[config.mk]
export PLATFORM = sky130hd
export DESIGN_NAME = hilo_muldiv_unit
export DESIGN_NICKNAME = d
export VERILOG_FILES = /design/src/rtl/hilo_pkg.sv /design/src/rtl/hilo_abs_neg.sv /design/src/rtl/hilo_muldiv_unit.sv
export SDC_FILE = /design/constraint.sdc
export NUM_CORES = 1
export LEC_CHECK = 0
export BUFFER_PORTS_ARGS = -buffer_cell sky130_fd_sc_hd__buf_2
export CAP_MARGIN = 20
export CORE_ASPECT_RATIO = 0.5
export CORE_MARGIN = 10
export CORE_UTILIZATION = 45
export CTS_CLUSTER_SIZE = 40
export DETAILED_ROUTE_END_ITERATION = 16
export SKIP_CTS_REPAIR_TIMING = 1
export SLEW_MARGIN = 20
export SYNTH_ARGS = -nofsm -noshare
export SYNTH_HDL_FRONTEND = slang
export SYNTH_HIERARCHICAL = 1
export SYNTH_SLANG_ARGS = --single-unit
[constraint.sdc]
create_clock -name Clk -period 6.7 [get_ports Clk]
set_input_delay 0.67 -clock Clk [delete_from_list [all_inputs] [get_ports Clk]]
set_output_delay 0.67 -clock Clk [all_outputs]
set_load 0.02 [all_outputs]
[src/rtl/hilo_pkg.sv]
// rtl/hilo_pkg.sv - shared encodings and defaults for the HiLo multiply/divide unit
package hilo_pkg;

    localparam int HILO_WIDTH = 32;

    typedef enum logic [1:0] {
        OP_MULT  = 2'b00,
        OP_MULTU = 2'b01,
        OP_DIV   = 2'b10,
        OP_DIVU  = 2'b11
    } op_e;

    typedef enum logic [1:0] {
        IDLE = 2'b00,
        RUN  = 2'b01,
        FIX  = 2'b10,
        DONE = 2'b11
    } state_e;

    // Op[1] selects the divider, Op[0] selects unsigned arithmetic.
    function automatic logic op_is_div(input logic [1:0] op);
        return op[1];
    endfunction

    function automatic logic op_is_signed(input logic [1:0] op);
        return ~op[0];
    endfunction

endpackage

[src/rtl/hilo_abs_neg.sv]
// rtl/hilo_abs_neg.sv - combinational two's-complement conditional negate (abs when neg = sign bit)
module hilo_abs_neg #(
    parameter int N = 32
) (
    input  logic [N-1:0] value,
    input  logic         neg,
    output logic [N-1:0] result
);

    assign result = neg ? (~value + {{(N-1){1'b0}}, 1'b1}) : value;

endmodule

[src/rtl/hilo_muldiv_unit.sv]
// rtl/hilo_muldiv_unit.sv - iterative MIPS-style HiLo multiply/divide unit; HILO_DIV_EN enables the divider
module hilo_muldiv_unit
    import hilo_pkg::*;
#(
    parameter int WIDTH = HILO_WIDTH
) (
    input  logic               Clk,
    input  logic               Rst,
    input  logic               Start,
    input  logic [1:0]         Op,
    input  logic [WIDTH-1:0]   A,
    input  logic [WIDTH-1:0]   B,
    output logic               Busy,
    output logic               Done,
    output logic               HiLoWrite,
    output logic [2*WIDTH-1:0] HiLo
);

    localparam int CW = $clog2(WIDTH) + 1;

`ifdef HILO_DIV_EN
    localparam bit DIV_EN = 1'b1;
`else
    localparam bit DIV_EN = 1'b0;
`endif

    state_e state, state_nx;

    logic [CW-1:0]    cnt;
    logic [WIDTH-1:0] opnd;       // multiplicand or divisor magnitude
    logic [WIDTH-1:0] hi;         // partial product high half / partial remainder
    logic [WIDTH-1:0] lo;         // multiplier shifting out / quotient shifting in
    logic             sign_a;
    logic             sign_b;
    logic             no_write;   // completion without a result (divide disabled)

    logic             accept;
    logic             in_signed;
    logic [WIDTH-1:0] mag_a, mag_b;
    logic [WIDTH-1:0] hi_step, lo_step;
    logic [WIDTH:0]   acc;
    logic [2*WIDTH-1:0] prod_fix, result_fix;

    assign accept    = Start && (state == IDLE || state == DONE);
    assign in_signed = op_is_signed(Op);

    hilo_abs_neg #(.N(WIDTH)) u_abs_a (
        .value  (A),
        .neg    (in_signed & A[WIDTH-1]),
        .result (mag_a)
    );

    hilo_abs_neg #(.N(WIDTH)) u_abs_b (
        .value  (B),
        .neg    (in_signed & B[WIDTH-1]),
        .result (mag_b)
    );

    hilo_abs_neg #(.N(2*WIDTH)) u_fix_prod (
        .value  ({hi, lo}),
        .neg    (sign_a ^ sign_b),
        .result (prod_fix)
    );

    assign acc = {1'b0, hi} + (lo[0] ? {1'b0, opnd} : {(WIDTH+1){1'b0}});

`ifdef HILO_DIV_EN
    logic             div_q;
    logic             div0_q;
    logic [WIDTH-1:0] a_q;
    logic [WIDTH:0]   shifted;
    logic [WIDTH-1:0] diff;
    logic             fits;
    logic [WIDTH-1:0] quo_fix, rem_fix;

    assign shifted = {hi, lo[WIDTH-1]};
    assign fits    = shifted >= {1'b0, opnd};
    assign diff    = shifted[WIDTH-1:0] - opnd;

    hilo_abs_neg #(.N(WIDTH)) u_fix_quo (
        .value  (lo),
        .neg    (sign_a ^ sign_b),
        .result (quo_fix)
    );

    hilo_abs_neg #(.N(WIDTH)) u_fix_rem (
        .value  (hi),
        .neg    (sign_a),
        .result (rem_fix)
    );
`endif

    // One iteration of shift-add multiply or restoring divide.
    always_comb begin
        hi_step = acc[WIDTH:1];
        lo_step = {acc[0], lo[WIDTH-1:1]};
`ifdef HILO_DIV_EN
        if (div_q) begin
            hi_step = fits ? diff : shifted[WIDTH-1:0];
            lo_step = {lo[WIDTH-2:0], fits};
        end
`endif
    end

    // Sign-corrected result presented during FIX; divide-by-zero bypasses the divider result.
    always_comb begin
        result_fix = prod_fix;
`ifdef HILO_DIV_EN
        if (div_q) begin
            result_fix = div0_q ? {a_q, {WIDTH{1'b1}}} : {rem_fix, quo_fix};
        end
`endif
    end

    // Next-state and status outputs.
    always_comb begin
        state_nx  = state;
        Busy      = 1'b0;
        Done      = 1'b0;
        HiLoWrite = 1'b0;
        case (state)
            IDLE: begin
                if (Start) state_nx = (op_is_div(Op) && !DIV_EN) ? DONE : RUN;
            end
            RUN: begin
                Busy = 1'b1;
                if (cnt == CW'(WIDTH - 1)) state_nx = FIX;
            end
            FIX: begin
                Busy     = 1'b1;
                state_nx = DONE;
            end
            DONE: begin
                Done      = 1'b1;
                HiLoWrite = ~no_write;
                if (Start) state_nx = (op_is_div(Op) && !DIV_EN) ? DONE : RUN;
                else       state_nx = IDLE;
            end
            default: state_nx = IDLE;
        endcase
    end

    // State register.
    always_ff @(posedge Clk) begin
        if (Rst) state <= IDLE;
        else     state <= state_nx;
    end

    // Operand capture, iteration datapath and result register.
    always_ff @(posedge Clk) begin
        if (Rst) begin
            cnt      <= '0;
            opnd     <= '0;
            hi       <= '0;
            lo       <= '0;
            sign_a   <= 1'b0;
            sign_b   <= 1'b0;
            no_write <= 1'b0;
            HiLo     <= '0;
`ifdef HILO_DIV_EN
            div_q    <= 1'b0;
            div0_q   <= 1'b0;
            a_q      <= '0;
`endif
        end else begin
            if (accept) begin
                cnt      <= '0;
                hi       <= '0;
                opnd     <= op_is_div(Op) ? mag_b : mag_a;
                lo       <= op_is_div(Op) ? mag_a : mag_b;
                sign_a   <= in_signed & A[WIDTH-1];
                sign_b   <= in_signed & B[WIDTH-1];
                no_write <= op_is_div(Op) & ~DIV_EN;
`ifdef HILO_DIV_EN
                div_q    <= op_is_div(Op);
                div0_q   <= (B == '0);
                a_q      <= A;
`endif
            end else if (state == RUN) begin
                cnt <= cnt + 1'b1;
                hi  <= hi_step;
                lo  <= lo_step;
            end
            if (state == FIX) HiLo <= result_fix;
        end
    end

endmodule

# Yosys cells after proc, flatten, opt, wreduce, memory -nomap -nowiden
# Cells that the tools add are included.
[totals]
out_inout_bits = 67
input_bits = 69
ff_bits = 171
word_cells = 51
[op_classes]
eq_ne = 6
add_sub_neg = 5
bitwise = 8
mux = 16
n_reduce_logical = 7
[ops]
columns = ["operator", "count"]
rows = [
  ["2-to-1 mux 32 bit", 7],
  ["adder 32 x 1 -> 32 bit (second input constant)", 2],
  ["adder 64 x 1 -> 64 bit (second input constant)", 1],
  ["2-to-1 mux 64 bit", 1],
  ["inverter 32 bit", 2],
  ["inverter 64 bit", 1],
  ["adder 32 x 32 -> 33 bit", 1],
  ["2-to-1 mux 2 bit", 4],
  ["case mux 2 bit (4 select lines)", 1],
  ["adder 6 x 1 -> 6 bit (second input constant)", 1],
  ["== test 6 x 5 -> 1 bit (second input constant)", 1],
  ["== test 2 bit (second input constant)", 2],
  ["inequality test 2 bit (second input constant)", 2],
  ["OR reduction 2 bit", 2],
  ["2-to-1 mux 1 bit", 3],
  ["AND 1 bit", 2],
  ["== test 2 x 1 -> 1 bit (second input constant)", 1],
  ["logical NOT 2 bit", 1],
  ["inverter 1 bit", 2],
  ["AND reduction 2 bit", 1],
  ["nonzero test 2 bit", 1],
  ["logical AND 1 bit", 1],
  ["logical OR 1 bit", 1],
  ["XOR 1 bit", 1],
]

# Depth between registers and ports, before layout
# Gate-level depths: netlist of the first run.
[depth]
depth_word = 5
mapped_depth = 11
depth_no_buf = 10

# Cells and area by module
# The synthesis of the first run kept the hierarchy.
[by_module_without_submodules]
columns = ["module", "cells_per_inst", "instances", "seq_area_each_um2", "area_each_um2"]
rows = [
  ["hilo_muldiv_unit", 1012, 1, 3423.3, 9088.7],
  ["hilo_abs_neg (u_fix_prod)", 206, 1, 0.0, 1649.1],
  ["hilo_abs_neg (u_abs_a ...)", 99, 2, 0.0, 777.0],
]

# Worst setup path before layout of the first run
# Ideal clock, no wire load.
[synth_path]
path_type = "register to register"
from = "register lo[0]"
to = "register hi[31]"
path_stages_with_launch = 12
path_buffers = 1
arrival_ps = 2922
setup_slack_ps = 3659
t_required_ps = 6581
path_cell_list = "dfxtp_1 clkbuf_1 and2_1 ha_1 fa_1 a21o_1 a311o_1 a22o_1 or4_4 nand4_2 a21oi_2 o221a_1"
[synth_between]
elab_chain_cells = 2
[synth_rtl]
columns = ["element", "line_no", "text"]
rows = [
  ["start, declared", "hilo_muldiv_unit.sv:32", "logic [WIDTH-1:0] lo;"],
  ["start signal, assigned", "hilo_muldiv_unit.sv:170", "lo <= op_is_div(Op) ? mag_a : mag_b;"],
  ["start signal, assigned", "hilo_muldiv_unit.sv:182", "lo <= lo_step;"],
  ["2-to-1 mux 32 bit", "hilo_muldiv_unit.sv:65", "assign acc = {1'b0, hi} + (lo[0] ? {1'b0, opnd} : {(WIDTH+1){1'b0}});"],
  ["adder 32 x 32 -> 33 bit", "hilo_muldiv_unit.sv:65", ""],
  ["end signal, assigned", "hilo_muldiv_unit.sv:181", "hi <= hi_step;"],
  ["end, declared", "hilo_muldiv_unit.sv:31", "logic [WIDTH-1:0] hi;"],
]
# Every way passes these cells.
# A chain may end at the register's enable or synchronous reset.

# Worst setup path in the final report of the first run
# Ends and elaborated chain as after synthesis.

==> run metrics, run 1 <==
status=finished clean; row count=42; Switching Share=42.44%; layout cells sized above 1=17.08%; final WL=36810 µm; LEAKAGE=5.263 nW; post-synth top area share=27.85%; Die H=136.9 µm; dpl cells=between 1500 and 2000; Synth Area in Compound Gates=20.53%; largest family of logic cells by synthesized area=simple AND/OR/NAND/NOR gates; skew final=0.01161 ns; sequential area share after synthesis=27.85%; Commonest cells post-synth=dfxtp_1 (171), nor2_1 (143), mux2i_1 (140); fin cells=1857; peak supply drop=0.2134 mV; worst skew pair latency=~0.44 ns; Final Setup Violations=0; CP Class=flop to flop; setup TNS=0 ns; FF+latch count, synth=171; Netlist cell types=83; Worst Path Max Fanout=31; final-report max-slew violation count=0; FFs w/ async S/R, synth=0%; area leader, netlist=dfxtp_1; global route total overflow=0; Final HPWL DP=between 20000 and 30000 µm; RSZ-0062 raised after global routing=false; power density over the cells=337.6 nW/µm²; r2r worst-path depth=11; Worst setup SP type=flop; PortBufs=135; XOR/XNOR Fraction of Synth Area=10.83%; worst reg2reg path endpoint=hi[31]$_SDFFE_PP0P_; RD Place Congestion=~0.94; NetSw=0.001969 W; Tot GR Track Use=roughly a fifth; Max Clk Rate=295.8 MHz; Fillers=around 2600; Worst-path clk slew=0.07 ns; sequential share of power=32.7%; Least-Margin Pin Slew=0.9357 ns; maximum clock insertion buffer count=2; Root Buffer=clkbuf_16; mux cell area share after synthesis=11.40%; clock share of power=between 20% and 30%; CTS Sinks=between 150 and 200; maxcap violations=0; first-pass GRT wire length=57640 µm; Worst EP required=7.03 ns; Final min period=3.381 ns; routed via count=between 10000 and 15000; largest net degree at the start of global routing=91; post-synthesis adder-cell area fraction=4.336%; vias in the first global route=10263; CP Capture Point=hi[31]$_SDFFE_PP0P_; num ports=136; Synth area leaders=dfxtp_1 (28%), mux2i_1 (11%), xnor2_1 (9.8%); width of the die=253.7 µm; # DRC=0; drt first pass iters=5; Initial Util=46.14%; Combinational Power Share=45.6%; CTS tree=built; Critical Path End Type=flop; relative slew slack=about 38%; WHS=0.4752 ns; mapped cell area=12290 µm²; WL per Instance=19.82 µm; Top FF cell, synth=dfxtp_1; initial antenna violation count=0; final clock period utilization by the worst path=50.46%; vias per cell=5.801; hold crit path type=flop to flop; Initial DRC Count=between 800 and 900; Syn Nets=1527; H-tree lvl count=4; post-layout util=51.58%; Synth Instances=about 1400; Detail Route Antenna Nets=0; Synth-to-Final Area Change=11.80%; number of synthesized flops with an enable pin=0; Simple-Gate Fraction of Synth Area=a little over a fifth; Num CTS Buffers=17; Synth warnings=6; final hold violation count=0; Ant. Diodes=0; crit path DAT=3.71 ns; Nets=1604; R2R Path Start=lo[0]$_SDFFE_PP0P_; Power Total=0.004639 W; flop2flop setup slack=3.32 ns; syn_area_per_cell=about 8.7 µm²; internal power=0.002670 W; CP startpoint=lo[0]$_SDFFE_PP0P_; die area=34730 µm²; area of the core=about 27000 µm²; most numerous cell in the Yosys netlist=dfxtp_1
[cell usage in the layout (no fill, tap or decap), types with 13 or more instances in the layout]
cell type  count
dfxtp_1      171
nor2_1       143
mux2i_1      140
xnor2_1      138
buf_2        133
a211oi_1     103
nand2_1       87
o21ai_0       63
a21oi_1       41
o31ai_1       40
ha_1          39
nor2b_1       36
and2_1        33
inv_1         22
o41ai_1       18
nand4_1       17
a21o_1        17
clkbuf_16     17
nor3_1        16
xor2_1        13
buf_4         13
[power by group through the flow]
stage,logic (W),clock network [W],registers [W]
final,0.00211,0.00101,0.00152
after floorplan,0.00156,0,0.00153
after global placement,0.00206,0,0.00153
after CTS,0.00210,0.00102,0.00152
after detailed placement,0.00210,0,0.00154
after global routing,0.00231,0.00106,0.00155
[per-layer routing]
layer / part of all wire (%) / track usage (%) / routed length, µm / vias up
met1: 48 / 28.26 / 17530 / 5133
met2: 46 / 33.64 / 16760 / 261
li1: - / - / - / 5339
met3: 4.5 / 3.142 / 1665 / 39
met5: 0 / 0 / 0 / -
met4: 2.3 / 6.777 / 850 / 0
[worst min-delay path by stage]
stage,startpoint,end,slack (ns),cells past startpoint
final,no_write$_SDFFE_PP0P_,no_write$_SDFFE_PP0P_,0.48,2
after global placement,cnt[5]$_SDFFE_PP0P_,cnt[5]$_SDFFE_PP0P_,0.47,2
after detailed placement,no_write$_SDFFE_PP0P_,no_write$_SDFFE_PP0P_,0.47,2
after global routing,opnd[15]$_SDFFE_PP0P_,opnd[15]$_SDFFE_PP0P_,0.52,2
after floorplan,no_write$_SDFFE_PP0P_,no_write$_SDFFE_PP0P_,0.44,2
after CTS,no_write$_SDFFE_PP0P_,no_write$_SDFFE_PP0P_,0.48,2
[per-stage QoR]
step / area, µm² / setup slack (ns)
after floorplan: 12290 / 3.659
after global placement: 13140 / 3.426
after detailed placement: 13140 / 3.352
after CTS: 13720 / 3.325
after global routing: 13740 / 3.062
final: 13740 / 3.319
[worst max-delay path: stages (launching register included)]
cell     delay (ns)
dfxtp_1        0.40
buf_4          0.25
and2_1         0.17
ha_1           0.21
fa_1           0.41
a21o_1         0.23
a311o_1        0.40
a22o_1         0.26
or4_4          0.50
nand4_2        0.14
a21oi_2        0.07
o221a_1        0.22
[sequential cells by signal, indices dropped and copies added, names as in the netlist]
register,cells
state,2
hi,32
HiLo,64
lo,32
sign_b,1
sign_a,1
opnd,32
no_write,1
cnt,6
[final cells by class]
type / instances / area [µm²] / share of cell area (%)
multi-input combinational: 1134 / 8432 / 61.36
clock inverter: 12 / 137.6 / 1.002
timing repair buffer: 147 / 783.3 / 5.700
sequential: 171 / 3423 / 24.91
inverter: 22 / 82.58 / 0.6009
clock buffer: 19 / 442.9 / 3.223
tap: 352 / 440.4 / 3.205
[kinds of logic (layout without fill, tap and decap cells)]
| group | count (synthesis) | after routing |
|---|---|---|
| xor gates and xnor gates | 152 | 152 |
| adders and majority gates | 42 | 42 |
| and+or+nand+nor | 455 | 455 |
| muxes | 140 | 140 |
| AOI/OAI and AO/OA | 345 | 345 |
| buffers and inverters | 111 | 200 |
| DFF | 171 | 171 |
No activity file was read; power rests on OpenSTA's default activity.
==> inputs of run 2 (changes only) <==
==> constraint.sdc (replaced) <==
create_clock -name Clk -period 3.4 [get_ports Clk]
set_input_delay 0.34 -clock Clk [delete_from_list [all_inputs] [get_ports Clk]]
set_output_delay 0.34 -clock Clk [all_outputs]
set_load 0.02 [all_outputs]
==> run 2 against run 1 <==
- clock skew decreased by 0.0018 ns
- die area unchanged
- critical path type unchanged
- critical path depth decreased by 1
- wire length increased by 1.3%
- global-route usage increased by 0.47 points
- cell area increased by 0.93%
- sequential power increased by 100%
- via count increased by 1.2%
- setup slack got worse by 3.0 ns
- first-iteration DRC count increased by 1.7%
- critical endpoint unchanged
- worst hold slack got worse by 0.11 ns
==> run metrics, run 2 (synthesized netlist as in run 1, its figures left out) <==
WHS=0.3689 ns; hold wc startpoint=A[0]; initial antenna violation count=2; CP Class=flop to flop; Ant. Diodes=0; Fillers=~2600; row count=42; fin area=13870 µm²; worst skew pair latency=around 0.45 ns; Worst-path clk slew=about 0.07 ns; area of the core=about 27000 µm²; RD Place Congestion=0.9250; internal power=~0.0053 W; Power Total=0.009225 W; clock share of power=approximately 22%; die area=34730 µm²; Detail Route Antenna Nets=0; register area=3425 µm²; final clock period utilization by the worst path=91.08%; WL met1=17770 µm; largest net degree at the start of global routing=between 80 and 90; Die H=approximately 140 µm; hold crit path type=input port to flop; Synth-to-Final Area Change=12.84%; final WL=37280 µm; WL per Instance=19.91 µm; power density over the cells=665.1 nW/µm²; Worst EP required=between 3 and 4 ns; routed wl met2=17120 µm; vias in the first global route=~11000; placed instance area=13270 µm²; Worst Path Max Fanout=10; H-tree lvl count=4; num ports=approximately 140; global route total overflow=0; RSZ-0062 raised after global routing=false; max incr delay on CP=0.51 ns; Final HPWL DP=roughly 29000 µm; sequential share of power=32.9%; width of the die=about 250 µm; Combinational Power Share=a little under half; crit-path cells=and2_1 -> ha_1 -> fa_1 -> a21o_1 -> a311o_1 -> a22o_1 -> or4_4 -> nand4_2 -> a21oi_2 -> o221a_1; worst reg2reg path endpoint=hi[31]$_SDFFE_PP0P_; most frequent cells in the layout=dfxtp_1 (170), nor2_1 (143), mux2i_1 (140), xnor2_1 (138), buf_2 (133); Nets=1618; Root Buffer=clkbuf_16; final-report max-slew violation count=0; Hold Path Depth=3; Num CTS Buffers=17; first-pass GRT wire length=58770 µm; CTS tree=built; Final Setup Violations=0; final hold violation count=0; CTS Sinks=around 170; commonest non-fill, non-tap cell in the layout=dfxtp_1; routed via count=approximately 11000; drt first pass iters=5; maxcap violations=0; flop2flop setup slack=0.30 ns; area of the multi-input gates=~8400 µm²; Initial Util=46.14%; Worst setup SP type=flop; Initial DRC Count=879; maximum clock insertion buffer count=2; Reg with most FFs=HiLo; r2r worst-path depth=10; relative slew slack=42.58%; post-layout util=between 50% and 60%; LEAKAGE=around 5.4 nW; Critical Path End Type=flop; top layer in use=met5; WHS Endpoint=lo[0]$_SDFFE_PP0P_; PortBufs=135; setup TNS=0 ns; Final min period=about 3.1 ns; Switching Share=42.36%; R2R Path Start=lo[0]$_SDFFE_PP0P_; status=finished clean; layout cells sized above 1=between 15 and 20%; vias per cell=5.822; NetSw=0.003908 W; Max Clk Rate=322.9 MHz; DR WL met3=roughly 1700 µm; peak supply drop=0.3993 mV; # DRC=0; max FFs per register=64; crit path DAT=about 3.4 ns; Least-Margin Pin Slew=0.8548 ns; skew final=0.009857 ns; Tot GR Track Use=between 20% and 30%; slowest CP cell=or4_4
==> run 2: cell types whose count changed in the layout (fill, tap and decap cells not counted), sizes merged <==
| cell | previous run | this run |
|---|---|---|
| inv | 26 | 24 |
| buf | 147 | 161 |
| clkinvlp | 2 | 0 |
| clkinv | 4 | 9 |
==> run 2: worst max-delay path by stage <==
| stage | slack, ns | cells past startpoint | startpoint | endpoint |
|---|---|---|---|---|
| finish | 0.30 | 10 | lo[0]$_SDFFE_PP0P_ | hi[31]$_SDFFE_PP0P_ |
| global route | 0.03 | 11 | lo[0]$_SDFFE_PP0P_ | hi[26]$_SDFFE_PP0P_ |
| CTS | 0.15 | 11 | lo[0]$_SDFFE_PP0P_ | hi[30]$_SDFFE_PP0P_ |
| detailed placement | 0.18 | 11 | lo[0]$_SDFFE_PP0P_ | hi[30]$_SDFFE_PP0P_ |
| global placement | 0.22 | 11 | lo[0]$_SDFFE_PP0P_ | hi[30]$_SDFFE_PP0P_ |
| floorplan | 0.36 | 11 | lo[0]$_SDFFE_PP0P_ | hi[31]$_SDFFE_PP0P_ |
==> run 2: power by group through the flow <==
stage                     Sequential, W  Clock (W)  Combinational (W)
after floorplan                 0.00301          0            0.00308
after global placement          0.00306          0            0.00411
after detailed placement        0.00307          0            0.00417
after CTS                       0.00303    0.00203            0.00419
after global routing            0.00310    0.00211            0.00460
final                           0.00304    0.00199            0.00420
==> run 2: through the flow <==
step,setup WS [ns],instances
after detailed placement,0.1831,1840
after global routing,0.03499,1872
after floorplan,0.3591,1416
after CTS,0.1510,1872
final,0.3034,1872
after global placement,0.2225,1840
==> run 2: metal layers <==
layer,track usage (%),up-vias
met4,6.512,2
met1,28.43,5224
met2,34.81,255
li1,-,5369
met5,0,-
met3,3.729,48
==> run 2: worst max-delay path: cells and delay by family, from the launching register on <==
kind | cells | cell delay (ns)
and+or+nand+nor | 3 | 0.81
AOI/OAI and AO/OA | 5 | 1.17
adders and majority gates | 2 | 0.62
DFF | 1 | 0.39
==> run 2: area by class of cell <==
| type | count | area share, % |
|---|---|---|
| Sequential cell | 171 | 24.69 |
| Tap cell | 352 | 3.175 |
| Multi-Input combinational cell | 1134 | 60.85 |
| Clock buffer | 19 | 3.266 |
| Timing Repair Buffer | 161 | 6.405 |
| Clock inverter | 13 | 1.019 |
| Inverter | 22 | 0.5954 |
==> inputs of run 3 (changes only) <==
--- a/config.mk
+++ b/config.mk
@@ -5,6 +5,7 @@
 export SDC_FILE = /design/constraint.sdc
 export NUM_CORES = 1
 export LEC_CHECK = 0
+export ABC_AREA = 1
 export BUFFER_PORTS_ARGS = -buffer_cell sky130_fd_sc_hd__buf_2
 export CAP_MARGIN = 20
 export CORE_ASPECT_RATIO = 0.5
@@ -16,5 +17,4 @@
 export SLEW_MARGIN = 20
 export SYNTH_ARGS = -nofsm -noshare
 export SYNTH_HDL_FRONTEND = slang
-export SYNTH_HIERARCHICAL = 1
 export SYNTH_SLANG_ARGS = --single-unit
==> run 3 against run 2 <==
- synthesized cell count grew 84%
- register-to-register slack gained 0.48 ns
- clock power up 6%
- highest routed layer is now met4
- cell count increased by 68%
- sequential power up 16%
- combinational power rose by 98%
==> run metrics, run 3 <==
die area=about 40000 µm²; hold wc startpoint=B[0]; CTS tree=built; drt first pass iters=7; Worst EP required=3.77 ns; Num CTS Buffers=17; PortBufs=around 140; skew final=0.01600 ns; RSZ-0062 raised after global routing=false; worst slack, placed=0.8604 ns; Top FF cell, synth=dfxtp_1; power density over the cells=868.6 nW/µm²; Synth-to-Final Area Change=11.26%; routed via count=16268; Root Buffer=clkbuf_16; Least-Margin Pin Slew=0.9826 ns; maxcap violations=0; number of synthesized flops with an enable pin=0; Synth warnings=0; Worst Path Max Fanout=31; RD Place Congestion=0.9734; FF+latch count, synth=171; row count=46; WL per Instance=17.67 µm; layout cells sized above 1=about a tenth; area leader, netlist=dfxtp_1; Final Setup Violations=0; relative slew slack=34.42%; Final min period=roughly 2.6 ns; R2R Path Start=lo[0]$_SDFFE_PP0P_; Reg with most FFs=HiLo; status=finished clean; Nets=approximately 2800; sequential area share after synthesis=between 20% and 30%; mapped cell area=14420 µm²; vias in the first global route=14353; final clock period utilization by the worst path=76.87%; Worst-path clk slew=about 0.080 ns; num ports=between 100 and 150; most numerous cell in the Yosys netlist=nand2_1; # DRC=0; fin area=16040 µm²; width of the die=~270 µm; hold crit path type=input port to flop; setup TNS=0 ns; Initial Util=45.55%; Syn Nets=2715; initial antenna violation count=1; peak supply drop=0.6802 mV; Final HPWL DP=44520 µm; Netlist cell types=46; area of the core=31660 µm²; worst reg2reg path endpoint=hi[17]$_SDFFE_PP0P_; final WL=about 56000 µm; crit path DAT=2.98 ns; Ant. Diodes=0; first-pass GRT wire length=84540 µm; Commonest cells post-synth=nand2_1 (886), inv_1 (408), nor2_1 (349); Worst setup SP type=flop; r2r worst-path depth=13; vias per cell=5.178; Tot GR Track Use=between 20 and 30%; Synth area leaders=dfxtp_1 (24%), nand2_1 (23%), inv_1 (11%); max FFs per register=64; H-tree lvl count=4; final hold violation count=0; Max Clk Rate=roughly 380 MHz; Detail Route Antenna Nets=0; syn_area_per_cell=5.537 µm²; post-layout util=approximately half; Hold Path Depth=3; CTS Sinks=171; placed instance area=approximately 15000 µm²; Critical Path End Type=flop; Initial DRC Count=between 1500 and 2000; commonest non-fill, non-tap cell in the layout=nand2_1; maximum clock insertion buffer count=2; most frequent cells in the layout=nand2_1 (886), inv_1 (407), nor2_1 (349), nand3_1 (234), dfxtp_1 (171); global route total overflow=0; worst skew pair latency=0.47 ns; CP Class=flop to flop; FFs w/ async S/R, synth=0%; flop2flop setup slack=0.79 ns; WHS Endpoint=opnd[0]$_SDFFE_PP0P_; setup slack after layout=~0.79 ns; post-synth top area share=23.74%; WHS=0.1733 ns; Synth Instances=2604; largest net degree at the start of global routing=88; final-report max-slew violation count=0; Die H=approximately 150 µm; LEAKAGE=9.137 nW
==> run 3: changes by cell type after synthesis, sizes merged, moves of 33 or more <==
cell / change
inv: +395
mux2i: -140
xor2: +33
nor2: +238
nor2b: -39
a21oi: +35
o31ai: -46
o21ai: +66
xnor2: -125
a211oi: -102
nand2: +819
nand3: +222
==> run 3: final cells by class <==
class                      count  area (µm²)
fill                        3583       15610
multi-input combinational   1935        9039
sequential                   171        3423
inverter                     419        1579
timing repair buffer         153       860.8
tap                          432       540.5
clock buffer                  18       429.2
clock inverter                14       171.4
==> run 3: worst max-delay path by stage <==
stage	startpoint	to	slack, ns	depth (start not counted)
2_1_floorplan	lo[0]$_SDFFE_PP0P_	hi[23]$_SDFFE_PP0P_	1.20	16
3_3_place_gp	state[0]$_SDFFE_PP0P_	lo[0]$_SDFFE_PP0P_	0.84	9
3_5_place_dp	state[0]$_SDFFE_PP0P_	lo[8]$_SDFFE_PP0P_	0.86	10
4_1_cts	state[0]$_SDFFE_PP0P_	lo[8]$_SDFFE_PP0P_	0.82	10
5_1_grt	lo[0]$_SDFFE_PP0P_	hi[24]$_SDFFE_PP0P_	0.58	16
6_report	lo[0]$_SDFFE_PP0P_	hi[17]$_SDFFE_PP0P_	0.79	13
==> run 3: critical path, stage by stage (launching register included) <==
cell	delay (ns)
dfxtp_1	0.42
buf_4	0.35
nand2_1	0.11
inv_1	0.12
ha_1	0.27
nand2_1	0.15
nor2_1	0.27
nand2_1	0.16
inv_1	0.11
nand4_1	0.16
nand4_1	0.14
nand3_1	0.12
nand2_1	0.09
inv_1	0.04
==> run 3: where the power goes <==
group / switching, W / leakage [nW] / internal [W] / total (W)
combinational: 0.00577 / 7.45 / 0.00253 / 0.00830
sequential: 0.000835 / 1.40 / 0.00268 / 0.00352
clock: 0.000995 / 0.286 / 0.00111 / 0.00211
==> run 3: metal layers <==
metal	routed length (µm)	track usage (%)	up-vias
met3	4226	4.076	45
met5	0	0	-
met2	23600	40.00	532
li1	-	-	8228
met4	659	5.388	0
met1	27040	40.18	7463
==> run 3: cells by family after synthesis <==
group                      share of synthesized area (%)
and+or+nand+nor                                    45.85
DFF                                                23.74
AOI/OAI and AO/OA                                  9.407
xor gates and xnor gates                           3.645
buffers and inverters                              13.66
adders and majority gates                          3.697
==> run 3: per-stage QoR <==
step / total power, W / instances
finish: 0.01393 / 3142
global route: 0.01505 / 3142
CTS: 0.01383 / 3142
detailed placement: 0.01168 / 3110
global placement: 0.01170 / 3110
floorplan: 0.009130 / 2604
